[src/rtl/spi_slave.sv]
// -----------------------------------------------------------------------------
// spi_slave
//
// Serial front end of the SPI-to-RAM subsystem. Deserialises (ADDR_SIZE+2)-bit
// MOSI frames into command/payload words for the memory, and on a read-data
// frame returns the memory's byte on MISO, MSB first. It tracks whether a read
// address has been loaded so that read-address and read-data frames alternate.
//
// Ports:
//   clk       in   system clock, also the SPI bit clock (one bit per cycle)
//   rst_n     in   synchronous active-low reset
//   ss_n      in   slave select, active-low, frame boundary
//   mosi      in   serial data in, MSB first
//   miso      out  serial data out, MSB first, registered, 0 when idle
//   rx_data   out  received frame: [ADDR_SIZE+1:ADDR_SIZE] command, rest payload
//   rx_valid  out  one-cycle strobe, rx_data valid
//   tx_data   in   read byte from memory
//   tx_valid  in   tx_data valid strobe (only honoured while waiting for it)
//
// Build option:
//   SPI_CMD_CHECK_EN  when defined, a frame whose command bits do not match the
//                     decoded state is dropped (no rx_valid, flag unchanged).
// -----------------------------------------------------------------------------
module spi_slave #(
   parameter int ADDR_SIZE = 8
) (
   input  logic                   clk,
   input  logic                   rst_n,
   input  logic                   ss_n,
   input  logic                   mosi,
   output logic                   miso,
   output logic [ADDR_SIZE+1:0]   rx_data,
   output logic                   rx_valid,
   input  logic [ADDR_SIZE-1:0]   tx_data,
   input  logic                   tx_valid
);

   localparam int FW = ADDR_SIZE + 2;
   localparam int CW = $clog2(FW);

   localparam logic [2:0] IDLE      = 3'd0;
   localparam logic [2:0] CHK_CMD   = 3'd1;
   localparam logic [2:0] WRITE     = 3'd2;
   localparam logic [2:0] READ_ADD  = 3'd3;
   localparam logic [2:0] READ_DATA = 3'd4;
   localparam logic [2:0] WAIT_TX   = 3'd5;
   localparam logic [2:0] SHIFT_OUT = 3'd6;
   localparam logic [2:0] DONE      = 3'd7;

   // Receive: counter runs 0..ADDR_SIZE while the remaining bits arrive; the
   // extra cycle at RX_LAST publishes the word, so rx_valid lands at cycle
   // ADDR_SIZE+3 counted from the edge that first sees ss_n low.
   localparam logic [CW-1:0] RX_LAST = CW'(ADDR_SIZE + 1);
   // Transmit: the MSB is already on miso when SHIFT_OUT is entered, so
   // ADDR_SIZE-1 further bits follow before the line is returned to 0.
   localparam logic [CW-1:0] TX_LAST = CW'(ADDR_SIZE - 1);

   logic [2:0]           r_state;
   logic [CW-1:0]        r_cnt;
   logic [FW-1:0]        r_rx_shift;
   logic [FW-1:0]        r_rx_data;
   logic                 r_rx_valid;
   logic [ADDR_SIZE-1:0] r_tx_shift;
   logic                 r_miso;
   logic                 r_rd_addr_flag;
   logic                 w_cmd_ok;

`ifdef SPI_CMD_CHECK_EN
   logic [1:0] w_cmd;
   always_comb begin
      w_cmd    = r_rx_shift[FW-1:FW-2];
      w_cmd_ok = 1'b0;
      case (r_state)
         WRITE:     w_cmd_ok = ~w_cmd[1];
         READ_ADD:  w_cmd_ok = (w_cmd == 2'b10);
         READ_DATA: w_cmd_ok = (w_cmd == 2'b11);
         default:   w_cmd_ok = 1'b0;
      endcase
   end
`else
   // The memory decodes the command bits; every complete frame is forwarded.
   always_comb begin
      w_cmd_ok = 1'b1;
   end
`endif

   always_ff @(posedge clk) begin
      if (!rst_n) begin
         r_state        <= IDLE;
         r_cnt          <= '0;
         r_rx_shift     <= '0;
         r_rx_data      <= '0;
         r_rx_valid     <= 1'b0;
         r_tx_shift     <= '0;
         r_miso         <= 1'b0;
         r_rd_addr_flag <= 1'b0;
      end else begin
         r_rx_valid <= 1'b0;
         if (r_state != IDLE && ss_n) begin
            // Deselect ends any frame; a partial one is simply discarded.
            r_state <= IDLE;
            r_cnt   <= '0;
            r_miso  <= 1'b0;
         end else begin
            case (r_state)
               IDLE: begin
                  r_cnt <= '0;
                  if (!ss_n) r_state <= CHK_CMD;
               end
               CHK_CMD: begin
                  r_rx_shift <= {r_rx_shift[FW-2:0], mosi};
                  r_cnt      <= '0;
                  if (!mosi)
                     r_state <= WRITE;
                  else if (!r_rd_addr_flag)
                     r_state <= READ_ADD;
                  else
                     r_state <= READ_DATA;
               end
               WRITE, READ_ADD, READ_DATA: begin
                  if (r_cnt == RX_LAST) begin
                     r_cnt <= '0;
                     if (w_cmd_ok) begin
                        r_rx_data  <= r_rx_shift;
                        r_rx_valid <= 1'b1;
                        if (r_state == READ_ADD) r_rd_addr_flag <= 1'b1;
                        r_state <= (r_state == READ_DATA) ? WAIT_TX : DONE;
                     end else begin
                        r_state <= DONE;
                     end
                  end else begin
                     r_rx_shift <= {r_rx_shift[FW-2:0], mosi};
                     r_cnt      <= r_cnt + 1'b1;
                  end
               end
               WAIT_TX: begin
                  if (tx_valid) begin
                     r_miso     <= tx_data[ADDR_SIZE-1];
                     r_tx_shift <= {tx_data[ADDR_SIZE-2:0], 1'b0};
                     r_cnt      <= '0;
                     r_state    <= SHIFT_OUT;
                  end
               end
               SHIFT_OUT: begin
                  if (r_cnt == TX_LAST) begin
                     r_miso         <= 1'b0;
                     r_rd_addr_flag <= 1'b0;
                     r_cnt          <= '0;
                     r_state        <= DONE;
                  end else begin
                     r_miso     <= r_tx_shift[ADDR_SIZE-1];
                     r_tx_shift <= {r_tx_shift[ADDR_SIZE-2:0], 1'b0};
                     r_cnt      <= r_cnt + 1'b1;
                  end
               end
               DONE: begin
                  // Extra MOSI bits are ignored until ss_n rises.
                  r_state <= DONE;
               end
               default: r_state <= IDLE;
            endcase
         end
      end
   end

   assign miso     = r_miso;
   assign rx_data  = r_rx_data;
   assign rx_valid = r_rx_valid;

endmodule

[config.mk]
export PLATFORM = sky130hd
export DESIGN_NAME = spi_slave
export DESIGN_NICKNAME = d
export VERILOG_FILES = /design/src/rtl/spi_slave.sv
export SDC_FILE = /design/constraint.sdc
export NUM_CORES = 1
export LEC_CHECK = 0
export ABC_AREA = 1
export CORE_MARGIN = 1.5
export CORE_UTILIZATION = 40
export DETAILED_ROUTE_END_ITERATION = 8
export MAX_ROUTING_LAYER = met4
export PLACE_DENSITY = 0.73
export SYNTH_ARGS = -nofsm -noshare
export SYNTH_HDL_FRONTEND = slang
export SYNTH_SLANG_ARGS = --single-unit
export TNS_END_PERCENT = 50
[constraint.sdc]
create_clock -name clk -period 2.7 [get_ports clk]
set_input_delay 0.27 -clock clk [delete_from_list [all_inputs] [get_ports clk]]
set_output_delay 0.27 -clock clk [all_outputs]
set_load 0.005 [all_outputs]
==> impl_metrics.tcl <==
set metrics [dict create \
    fin_crit_ns 1.812 \
    cts_tree "yes" \
    power_density_nw_per_um2 855.6 \
    fillers 423 \
    hold_viol 0 \
    cts.sinks 37 \
    drt_wl_total_um 3726 \
    switching_share 0.3982 \
    drc 0 \
    dp_hpwl_um 2653 \
    ys_seq_area_frac 0.3885 \
    finalCritPeriodShare 0.6710 \
    synth.distinct_cells 31 \
    first_global_vias 1503 \
    htreeDepth 2 \
    wire_per_inst_um 11.19 \
    power.share.clock 0.218 \
    synth_area_um2 1907 \
    grt_antenna_before_repair 0 \
    max_stage_delay_ns 0.61 \
    fin_area_um2 2247 \
    synth.avg_cell_area_um2 7.391 \
    nets 295 \
    grt_pass1_wl_um 6320 \
    core_area_um2 4474 \
    arrival_ns 2.04 \
    die_h_um 72.05 \
    drive_gt1_frac 0.1708 \
    crit_family "simple AND/OR/NAND/NOR gates" \
    ys_warn_count 0 \
    critPathCaptureType "flop" \
    numCtsBuffers 5 \
    io_pins 25 \
    timing.fmax_mhz 551.9 \
    rsz0062_at_grt "false" \
    n_antenna_cell 0 \
    peakVddDrop_uv 414.4 \
    final_max_slew_viol_count 0 \
    grt_max_degree 28 \
    run_status "completed" \
    insertion_delay_ns 0.28 \
    hold_path.class "flop to flop" \
    setup_viol 0 \
    cts_hold_buffers 0 \
    reg2reg_to "r_rx_shift[8]" \
    reg2reg_slack_ns 0.89 \
    critPathLaunchType "flop" \
    synthToLayoutAreaGrowth_pct 17.85 \
    dr.pass1.iters 4 \
    grt.total_usage 0.1596 \
    holdPathEnd "miso" \
    die_x_um 72.05 \
    p_switching_uw 765.5 \
    start_util 0.4262 \
    overflow 0 \
    crit_chain "nor2_2 -> nand2_1 -> and3_1 -> and2_4 -> nor2_4 -> nor2_2" \
    critical_path.slowest_cell "dfxtp_1" \
    postSynthRegisterBits 37 \
    rows 24 \
    p_seq_frac 0.407 \
    die_area_um2 5190 \
    initialDrtViolationCount 68 \
    num_vias 1619 \
    vias_per_cell 4.862 \
    power_frac_comb 0.376 \
    fin_skew_ns 0.004414 \
    cp.required_ns 2.92 \
    holdWs_ns 0.4689 \
    criticalPathCategory "flop to flop" \
    fin_setup_tns_ns 0 \
    cts_setup_buffers 0 \
    cts_resized 0 \
    synthCells 258 \
    path_max_fanout 11 \
    place_area_um2 2146 \
    rr_startpoint "r_state[0]" \
    holdPathStages 2 \
    internal-power_mw 1.157 \
    io_buffers 24 \
    final_util 0.5022 \
    cts_max_path_buffers 2 \
    cp_num_buf_inv 0 \
    holdCritStartpoint "r_tx_shift[7]" \
    p_leak_nw 0.9561 \
    root_buffer "clkbuf_8" \
    synthesis.nets 273 \
    tightest_slew_ns 0.4662 \
    clk_pin_slew_ns 0.07 \
    slew_headroom 0.6888 \
    gp_congestion 0.8332 \
    cap_violations 0 \
    postRouteAntennaNets 0 \
    crit_top_cell "nor2_2" \
    rr_worst_depth 6 \
]
## sequential cells by signal, indices dropped and copies added (netlist names)
| register | count |
|---|---|
| rx_data | 10 |
| r_rd_addr_flag | 1 |
| r_state | 3 |
| miso | 1 |
| r_cnt | 4 |
| r_tx_shift | 7 |
| rx_valid | 1 |
| r_rx_shift | 10 |
## synthesized netlist by cell type (all sizes together)
library cell | n | area share
nand2 | 56 | 0.12
nand3 | 22 | 0.067
nand3b | 1 | 0.0039
nor2 | 52 | 0.17
nand4 | 3 | 0.0098
inv | 29 | 0.057
clkinv | 1 | 0.0026
and2 | 1 | 0.0046
a21oi | 16 | 0.044
a21boi | 1 | 0.0039
and3 | 1 | 0.0033
buf | 7 | 0.033
xor2 | 1 | 0.0046
clkbuf | 3 | 0.0059
ha | 2 | 0.013
a31oi | 2 | 0.0066
o21ai | 23 | 0.060
dfxtp | 37 | 0.39
## cells in the final DEF (no fill, tap or decap), types with 2 or more instances in the layout
master            n
a21oi_1          15
a31oi_1           2
clkbuf_8          7
clkdlybuf4s50_1  24
clkinv_2          2
dfxtp_1          37
ha_1              2
inv_1            24
inv_2             5
nand2_1          51
nand2_2           4
nand3_1          20
nand4_1           3
nor2_1           28
nor2_2           11
nor2_4           12
o21ai_0           5
o21ai_1          18
## cell type report
type                    instances  area [µm²]  area share
repair buffers                 25       247.7      0.1102
inverters                      30       113.9     0.05067
clock buffers                   7       96.34     0.04287
flip-flops and latches         37       740.7      0.3296
well taps                      52       65.06     0.02895
multi-input cells             181       978.4      0.4354
clock inverters                 1       5.005    0.002227
## kinds of logic after synthesis
group / after synthesis / share of synthesized area
buffers and inverters: 40 / 0.09842
xor gates and xnor gates: 1 / 0.004594
and+or+nand+nor: 136 / 0.3806
DFF: 37 / 0.3885
adders and majority gates: 2 / 0.01312
AOI/OAI and AO/OA: 42 / 0.1148
## power groups by stage
stage | sequential, mW | combinational (mW) | clock [mW]
final | 0.782 | 0.722 | 0.419
after global routing | 0.798 | 0.817 | 0.457
after global placement | 0.789 | 0.707 | 0
after CTS | 0.782 | 0.727 | 0.430
after detailed placement | 0.793 | 0.720 | 0
after floorplan | 0.744 | 0.669 | 0
## layer usage
metal	wire (µm)	GRT usage	vias up
li1	-	-	864
met1	1818	0.1934	715
met2	1706	0.2510	35
met3	135	0.04167	5
met4	65	0.06918	0
met5	0	-	-
## worst max-delay path by stage
stage                from            end  slack (ns)  cells past startpoint
5_1_grt        r_state[2]     rx_data[1]        0.77                      7
2_1_floorplan  r_state[2]  r_rx_shift[1]        1.38                      9
6_report       r_state[0]  r_rx_shift[8]        0.89                      6
3_3_place_gp         ss_n  r_rx_shift[3]        0.95                      6
4_1_cts        r_state[0]  r_rx_shift[8]        0.89                      6
3_5_place_dp   r_state[0]  r_rx_shift[6]        0.91                      6
## stage by stage
| stage | std cells | power (mW) | worst slack, ns |
|---|---|---|---|
| final | 333 | 1.923 | 0.8882 |
| after detailed placement | 325 | 1.513 | 0.9063 |
| after global placement | 325 | 1.496 | 0.9527 |
| after global routing | 333 | 2.071 | 0.7675 |
| after CTS | 333 | 1.939 | 0.8929 |
| after floorplan | 258 | 1.413 | 1.375 |
## tightest hold or removal path: stages (launching register included)
cell,delay [ns]
dfxtp_1,0.31
nand2_1,0.06
a31oi_1,0.06
No activity file was read; power rests on OpenSTA's default activity.
